$ cat config.mk
export PLATFORM = sky130hd
export DESIGN_NAME = viterbi_ber_sequencer
export DESIGN_NICKNAME = d
export VERILOG_FILES = /design/src/rtl/viterbi_ber_sequencer.sv
export SDC_FILE = /design/constraint.sdc
export NUM_CORES = 1
export LEC_CHECK = 0
export CAP_MARGIN = 5
export CORE_UTILIZATION = 35
export DETAILED_ROUTE_END_ITERATION = 10
export PLACE_DENSITY = 0.61
export SYNTH_ARGS = -nofsm -noshare
export SYNTH_HDL_FRONTEND = slang
export SYNTH_SLANG_ARGS = --single-unit
$ cat constraint.sdc
create_clock -name clk -period 7.6 [get_ports clk]
set_input_delay 1.9 -clock clk [delete_from_list [all_inputs] [get_ports clk]]
set_output_delay 1.9 -clock clk [all_outputs]
set_load 0.05 [all_outputs]
$ cat src/rtl/viterbi_ber_sequencer.sv
// rtl/viterbi_ber_sequencer.sv - PRBS7 frame sequencer with channel error injection and decoded-bit error counting
// for the convolutional encoder -> channel -> Viterbi decoder BER loop.
module viterbi_ber_sequencer #(
  parameter int FRAME_LEN = 256,
  parameter int TAIL      = 2,
  parameter int DEC_LAT   = 16
) (
  input  logic        clk,
  input  logic        rst,
  input  logic        start_i,
  input  logic        abort_i,
  input  logic [1:0]  err_mode_i,
  input  logic [7:0]  err_period_i,
  input  logic        enc_valid_i,
  input  logic        dec_bit_i,
  output logic        enc_en_o,
  output logic        enc_bit_o,
  output logic [1:0]  err_mask_o,
  output logic        dec_en_o,
  output logic        busy_o,
  output logic        done_o,
  output logic [15:0] inj_cnt_o,
  output logic [15:0] bit_err_cnt_o
);
  typedef enum logic [2:0] {S_IDLE, S_RUN, S_TAIL, S_DRAIN, S_DONE} state_t;
  localparam int CW = 17;

  state_t             state_q, state_d;
  logic [CW-1:0]      cnt_q, cnt_d;
  logic [6:0]         lfsr_q, lfsr_d;
  logic [1:0]         mode_q, mode_d;
  logic [7:0]         period_q, period_d;
  logic [7:0]         wc_q, wc_d;
  logic               burst_q, burst_d;
  logic               dec_en_q;
  logic [15:0]        inj_q, inj_d;
  logic [15:0]        berr_q, berr_d;
  logic [DEC_LAT-1:0] ref_v_q, ref_v_d, ref_b_q, ref_b_d;
  logic [DEC_LAT:0]   ref_v_sh, ref_b_sh;
  logic               active, launch, word, hit;
  logic [1:0]         mask;

  always_comb begin
    active = (state_q != S_IDLE);
    launch = (state_q == S_IDLE) && start_i && !abort_i;
    word   = active && enc_valid_i;
    hit    = word && (period_q != 8'd0) && (wc_q == period_q - 8'd1);
    mask   = 2'b00;
    if (hit) begin
      case (mode_q)
        2'd1:    mask = 2'b10;
        2'd2:    mask = 2'b11;
        2'd3:    mask = 2'b10;
        default: mask = 2'b00;
      endcase
    end else if (word && burst_q) begin
      mask = 2'b10;
    end
  end

  assign enc_en_o      = (state_q == S_RUN) || (state_q == S_TAIL);
  assign enc_bit_o     = (state_q == S_RUN) && lfsr_q[6];
  assign err_mask_o    = mask;
  assign dec_en_o      = dec_en_q;
  assign busy_o        = active;
  assign done_o        = (state_q == S_DONE);
  assign inj_cnt_o     = inj_q;
  assign bit_err_cnt_o = berr_q;

  always_comb begin
    state_d  = state_q;
    cnt_d    = cnt_q + 1'b1;
    lfsr_d   = lfsr_q;
    mode_d   = mode_q;
    period_d = period_q;
    wc_d     = wc_q;
    burst_d  = burst_q;
    inj_d    = inj_q;
    berr_d   = berr_q;
    // Reference bits enter the pipe only for data bits; tail and drain slots carry valid=0.
    ref_v_sh = {ref_v_q, (state_q == S_RUN)};
    ref_b_sh = {ref_b_q, enc_bit_o};
    ref_v_d  = ref_v_sh[DEC_LAT-1:0];
    ref_b_d  = ref_b_sh[DEC_LAT-1:0];

    case (state_q)
      S_IDLE: begin
        cnt_d = '0;
        if (launch) begin
          state_d  = S_RUN;
          lfsr_d   = 7'h7F;
          mode_d   = err_mode_i;
          period_d = err_period_i;
          wc_d     = 8'd0;
          burst_d  = 1'b0;
          inj_d    = 16'd0;
          berr_d   = 16'd0;
          ref_v_d  = '0;
          ref_b_d  = '0;
        end
      end
      S_RUN: begin
        lfsr_d = {lfsr_q[5:0], lfsr_q[6] ^ lfsr_q[5]};
        if (cnt_q == CW'(FRAME_LEN - 1)) begin
          cnt_d   = '0;
          state_d = (TAIL > 0) ? S_TAIL : S_DRAIN;
        end
      end
      S_TAIL: begin
        if (cnt_q == CW'(TAIL - 1)) begin
          cnt_d   = '0;
          state_d = S_DRAIN;
        end
      end
      S_DRAIN: begin
        if (cnt_q == CW'(DEC_LAT + 1)) begin
          cnt_d   = '0;
          state_d = S_DONE;
        end
      end
      S_DONE:  state_d = S_IDLE;
      default: state_d = S_IDLE;
    endcase

    if (word) begin
      wc_d    = hit ? 8'd0 : wc_q + 8'd1;
      burst_d = hit && (mode_q == 2'd3);
    end
    if ((mask != 2'b00) && (inj_q != 16'hFFFF)) inj_d = inj_q + 16'd1;
    if (active && ref_v_q[DEC_LAT-1] && (ref_b_q[DEC_LAT-1] != dec_bit_i) && (berr_q != 16'hFFFF))
      berr_d = berr_q + 16'd1;

    if (abort_i) state_d = S_IDLE;
  end

  always_ff @(posedge clk or posedge rst) begin
    if (rst) begin
      state_q  <= S_IDLE;
      cnt_q    <= '0;
      lfsr_q   <= 7'h7F;
      mode_q   <= 2'd0;
      period_q <= 8'd0;
      wc_q     <= 8'd0;
      burst_q  <= 1'b0;
      dec_en_q <= 1'b0;
      inj_q    <= 16'd0;
      berr_q   <= 16'd0;
      ref_v_q  <= '0;
      ref_b_q  <= '0;
    end else begin
      state_q  <= state_d;
      cnt_q    <= cnt_d;
      lfsr_q   <= lfsr_d;
      mode_q   <= mode_d;
      period_q <= period_d;
      wc_q     <= wc_d;
      burst_q  <= burst_d;
      dec_en_q <= enc_valid_i;
      inj_q    <= inj_d;
      berr_q   <= berr_d;
      ref_v_q  <= ref_v_d;
      ref_b_q  <= ref_b_d;
    end
  end
endmodule
# Word-level counts from Yosys, hierarchy flattened
# Index checks and enable logic that the tools add are counted.
dict set report totals {
  input_bits 16
  out_inout_bits 39
  reg_bits 111
}
dict set report op_classes {
  n_bitwise 1
  mux 30
  eq_ne 19
  n_reduce_logical 32
  addsub 5
}
# operator count
set op_table {}
lappend op_table {{$mux W16} 8}
lappend op_table {{$pmux W17 S4} 1}
lappend op_table {{$mux W17} 3}
lappend op_table {{$add A16 B1 Y16 const B} 2}
lappend op_table {{$mux W8} 4}
lappend op_table {{$ne A16 B16 Y1 const B} 2}
lappend op_table {{$add A17 B1 Y17 const B} 1}
lappend op_table {{$eq A17 B1 Y1 const B} 1}
lappend op_table {{$eq A17 B5 Y1 const B} 1}
lappend op_table {{$eq A17 B8 Y1 const B} 1}
lappend op_table {{$reduce_bool A2 Y1} 8}
lappend op_table {{$mux W3} 5}
lappend op_table {{$pmux W7 S2} 1}
lappend op_table {{$logic_and A1 B1 Y1} 12}
lappend op_table {{$pmux W3 S4} 1}
lappend op_table {{$reduce_and A2 Y1} 5}
lappend op_table {{$add A8 B1 Y8 const B} 1}
lappend op_table {{$eq A8 B8 Y1} 1}
lappend op_table {{$reduce_bool A8 Y1} 1}
lappend op_table {{$sub A8 B1 Y8 const B} 1}
lappend op_table {{$mux W7} 1}
lappend op_table {{$eq A3 B2 Y1 const B} 2}
lappend op_table {{$ne A3 B2 Y1 const B} 2}
lappend op_table {{$ne A3 B3 Y1 const B} 2}
lappend op_table {{16 further kinds} 20}

# Logic depth before layout (Yosys ltp)
dict set report logic_depth {
  ltp_word 9
  depth_mapped 10
}

# Worst setup path before layout
# No wires, ideal clock.
dict set report synth_timing {
  path_kind {in2out}
  start {input enc_valid_i}
  end {output err_mask_o[1]}
  n_path_buf 0
  stages 5
  required_time_ps 5700
  slack_ps 2097
  arrival_time_ps 3603
  cell_sequence {nand2_1 -> nor4b_1 -> nand3_1 -> nor2_2 -> mux2i_1}
}
dict set report synth_via {
  elab_chain_len 4
}
# item line
set synth_rtl {}
lappend synth_rtl {{start, declared} 14} ;# input logic enc_valid_i,
lappend synth_rtl {{$logic_and A1 B1 Y1 (*)} 46} ;# word = active && enc_valid_i;
lappend synth_rtl {{$logic_and A1 B1 Y1 (on tied branches)} {56, 47}}
lappend synth_rtl {{$mux W2 or $logic_and A1 B1 Y1 (tied branches)} {56, 47}}
lappend synth_rtl {{$mux W2 (*)} 49} ;# if (hit) begin
lappend synth_rtl {{end, declared} 18} ;# output logic [1:0] err_mask_o,
# Mark *: on every way between the ends. The rest lies on a longest branch, timed or not.

# Worst setup path after layout
# Same ends and word-level chain as after synthesis.

==> results by stage <==
Run status:
- The flow ran to the end, but the final reports show violations.
- The checks that failed: DRC.

Synth:
- Yosys printed 0 warnings.
- Of the total synthesized cell area, the portion taken by XOR and XNOR cells is 5.26%.
- The share of the Yosys chip area taken by registers is 52.3%.
- The main combinational cell family by area after synthesis is simple AND/OR/NAND/NOR gates.
- The cell count after synthesis came out at 543.
- The number of different library cells in the post-synthesis netlist is 62.
- Of the total synthesized cell area, the portion taken by AND, OR, NAND and NOR gates is 25.8%.
- After synthesis, the share of cell area in mux cells is 1.38%.
- The dominant register cell in the synthesized netlist is sky130_fd_sc_hd__dfrtp_1.
- The netlist area before placement is 5330 µm².
- After synthesis, the mean cell area works out to 9.82 µm².
- The adder-cell share of the synthesized area is 1.64%.
- Yosys mapped a number of flops with a built-in enable equal to 0.
- Synthesis produced a netlist with a net count of 566.
- Counting flops with an async set or reset pin after synthesis yields a share of 100%.
- Synthesis inferred 111 register bits.
- The synthesized netlist devotes 11.1% of its cell area to compound gates.

Route:
- Once detail routing completed, the nets flagged for antenna violations numbered 0.
- In the routed layout, each cell is associated on average with a via count of 5.24.
- For this run, design rule violations remaining after detail routing come to 5.
- The total vias in the final route is 4096.
- Wires add up to 11400 µm.
- Dividing the detail-routed wire length by the instance count gives 14.5 µm.
- After the first detailed-routing iteration, the DRC count stood at 296.
- The count of TritonRoute iterations in the first routing pass is 8.

Power and ir drop:
- Per report_power, the clock group accounts for 36.3% of the total.
- The proportion of power drawn by combinational gates is 11.9%.
- For this design the total switching power over the nets is 0.352 mW.
- The power per cell area is 203 nW/µm².
- Summed over all cells, the static leakage comes to 2.78 nW.
- Per report_power, the sequential group accounts for 51.8% of the total.
- VDD sags by at most 0.111 mV.
- The total power of the final layout is 1.28 mW.
- The internal power component is 0.933 mW.
- The switching portion of total power is 27.4%.

STA:
- The total count of hold-check failures in the final report was 0.
- The transition time at the pin with the least slew margin is 1.20 ns.
- Setup repair after global routing left no endpoint under its margin.
- The total negative setup slack is 0 ns.
- The achievable clock frequency is 153 MHz.
- The number of pins exceeding their max-slew limit in the final report is 0.
- The worst clock skew is 0.00759 ns.
- The final critical-path share of the clock period is 86.2%.
- The shortest clock period the worst path allows after layout is 6.55 ns.
- Measured against its own limit, the worst slew margin works out to 20.1%.
- The final setup slack of the worst path is 1.05 ns.
- The final setup violation count is 0.

Clock tree:
- The number of buffers inserted during clock tree synthesis is 9.
- Clock-pin slew was measured on the worst setup and hold paths at 0.08 ns.
- At the later pin of the worst-skew pair, clock insertion delay measures 0.35 ns.
- TritonCTS built the clock tree.
- The clock sink total is 111.
- The clock passes through at most 2 buffers.
- The count of hold-fix buffers inserted at cts is 0.
- Post-CTS timing repair inserted 0 buffers for setup.
- CTS built an H-tree with a depth of 3.
- The clock root buffer is sky130_fd_sc_hd__clkbuf_16.
- The number of gates resized after CTS is 0.

Place:
- The half-perimeter wire length of the detailed placement result is 7660 µm.
- Before CTS, the worst setup slack after placement is 1.04 ns.
- The number of port buffers is 54.
- The congestion estimate from routability-driven global placement came to 0.804.
- After detailed placement, the design holds a cell count of 765.

Cells and area:
- In the layout the commonest cells are sky130_fd_sc_hd__dfrtp_1 (104), sky130_fd_sc_hd__nand2_1 (80), sky130_fd_sc_hd__clkdlybuf4s50_1 (54).
- The final core utilization is 43.1%.
- Excluding fillers, the count of instances in the completed layout stands at 781.
- The growth of design area from synthesis to finish is 18.7%.
- Of the cells placed in the final design, the portion with a size suffix greater than 1 is 7.71%.
- The most frequent standard cell in the layout excluding fill and tap cells is sky130_fd_sc_hd__dfrtp_1.
- The antenna diode count is 0.
- At the end of the flow, the number of nets in the layout was 615.

Flow run:
- The number of max-capacitance violations reported is 0.

Floorplanning:
- The y dimension of the die is 125 µm.
- The number of placed I/O pins is 55.
- The area of the core region is 14700 µm².
- The die outline width is 125 µm.
- After floorplanning, the core was divided into 44 placement rows.
- Once the floorplan was initialized, standard cells occupied 36.3% of the core.
- The die footprint is 15700 µm².

Setup path:
- The signal on the critical path passes through clkdlybuf4s50_1, nand2_1, nor4b_1, nand3_1, nor2_2, mux2i_1, clkdlybuf4s50_1.
- STA classifies the critical path startpoint as an input pin.
- The count of buffer and inverter cells on the critical path is 2.
- The worst path arrival time is 4.65 ns.
- The most repeated library cell on the critical path is sky130_fd_sc_hd__clkdlybuf4s50_1.
- For this run, the slowest stage of the critical path takes 0.86 ns.
- The launching point of the worst reg2reg path is cnt_q[1].
- The endpoint identified for the worst register-to-register timing path is cnt_q[10].
- The largest individual stage delay along the critical path comes from the cell sky130_fd_sc_hd__clkdlybuf4s50_1.
- The critical path capture point type is an output pin.
- The depth of the worst register-to-register path is 7.
- The top cell family by delay on the critical path is buffers and inverters.
- The setup check on the worst reg-to-reg path leaves a slack of 4.65 ns.
- The critical path class is in -> out.
- At the worst endpoint, the required time is 5.70 ns.
- In this run the worst path has a maximum fanout of 6.

GRT:
- In the global route stage, met1 resource usage came out at 19.3%.
- The pin count of the biggest net entering global routing is 59.
- In this run the most used layer during global routing was met2.
- Global routing used 25.5% of the available met2 tracks.
- The first global-routing pass estimated 19400 µm of wire.
- The initial antenna violation count is 0.
- The global routing usage summed across all routing layers is 15.2%.
- The sum of overflow across all layers after global routing is 0.
- The global routing usage on met3 is 4.02%.
- The number of global-route vias before repair is 4112.

Worst hold path:
- The min-delay analysis places its worst path in the category reg -> reg.
- The hold-critical path depth is 1.
- The hold path startpoint is ref_v_q[5].
- For hold timing, the worst endpoint is ref_v_q[6].
==> routing by layer <==
metal  up-vias  share of wire [%]
li1       1996                  -
met1      1994                 48
met2       101                 47
met3         5                4.2
met4         0               0.53
met5         -                  0
==> Yosys cell counts, types with 3 or more instances <==
cell type	count	area, µm²
sky130_fd_sc_hd__a211oi_1	3	22.5
sky130_fd_sc_hd__a21o_1	4	30.0
sky130_fd_sc_hd__a21oi_1	9	45.0
sky130_fd_sc_hd__a221o_1	6	60.1
sky130_fd_sc_hd__a22o_1	4	35.0
sky130_fd_sc_hd__a31oi_1	9	56.3
sky130_fd_sc_hd__and2_1	36	225
sky130_fd_sc_hd__and3_1	17	106
sky130_fd_sc_hd__buf_2	3	15.0
sky130_fd_sc_hd__clkbuf_1	13	48.8
sky130_fd_sc_hd__dfrtp_1	104	2600
sky130_fd_sc_hd__dfstp_2	7	184
sky130_fd_sc_hd__ha_1	7	87.6
sky130_fd_sc_hd__inv_1	11	41.3
sky130_fd_sc_hd__mux2i_1	4	40.0
sky130_fd_sc_hd__nand2_1	80	300
sky130_fd_sc_hd__nand2b_1	6	37.5
sky130_fd_sc_hd__nand3_1	31	155
sky130_fd_sc_hd__nand4_1	7	43.8
sky130_fd_sc_hd__nor2_1	40	150
sky130_fd_sc_hd__nor2b_1	4	25.0
sky130_fd_sc_hd__nor3_1	13	65.1
sky130_fd_sc_hd__nor3b_1	5	37.5
sky130_fd_sc_hd__nor4_1	8	50.1
sky130_fd_sc_hd__nor4b_1	3	26.3
sky130_fd_sc_hd__o211ai_1	3	22.5
sky130_fd_sc_hd__o21ai_0	30	150
sky130_fd_sc_hd__o31ai_1	4	30.0
sky130_fd_sc_hd__or3_1	3	18.8
sky130_fd_sc_hd__xnor2_1	14	123
sky130_fd_sc_hd__xor2_1	18	158
==> stage by stage <==
stage	hold WS, ns	area [µm²]
3_3_place_gp	0.432	6040
6_report	0.447	6330
2_1_floorplan	0.428	5330
5_1_grt	0.468	6330
4_1_cts	0.452	6330
3_5_place_dp	0.434	6040
==> state kept, by name, indices dropped and copies added, names as in the netlist, 3 cells and up <==
register / cells
ref_b_q: 16
state_q: 3
cnt_q: 17
wc_q: 8
ref_v_q: 16
lfsr_q: 7
period_q: 8
inj_cnt_o: 16
bit_err_cnt_o: 16
==> cells by family after synthesis <==
kind of cell             Yosys count
AO/OA/AOI/OAI                     87
XOR/XNOR                          32
adder cells (fa/ha/maj)            7
buffers and inverters             31
flip-flops                       111
multiplexers                       7
AND/OR/NAND/NOR                  268
==> power by group through the flow <==
| stage | clock (mW) | combinational (mW) | sequential, mW |
|---|---|---|---|
| floorplan | 0 | 0.122 | 0.666 |
| global placement | 0 | 0.152 | 0.676 |
| detailed placement | 0 | 0.156 | 0.677 |
| CTS | 0.481 | 0.156 | 0.666 |
| global route | 0.508 | 0.174 | 0.672 |
| finish | 0.466 | 0.153 | 0.666 |
==> worst max-delay path by stage <==
stage | start | end | depth (start not counted)
2_1_floorplan | enc_valid_i | err_mask_o[1] | 5
3_3_place_gp | enc_valid_i | err_mask_o[1] | 7
3_5_place_dp | enc_valid_i | err_mask_o[1] | 7
4_1_cts | enc_valid_i | err_mask_o[1] | 7
5_1_grt | enc_valid_i | err_mask_o[1] | 7
6_report | enc_valid_i | err_mask_o[1] | 7
==> area by class of cell <==
class / instances / area, µm²
Clock buffer: 10 / 239
Clock inverter: 6 / 50.0
Fill cell: 1408 / 8370
Inverter: 12 / 47.5
Multi-Input combinational cell: 401 / 2410
Sequential cell: 111 / 2790
Tap cell: 184 / 230
Timing Repair Buffer: 57 / 563
Power figures use the tool's default switching activity.
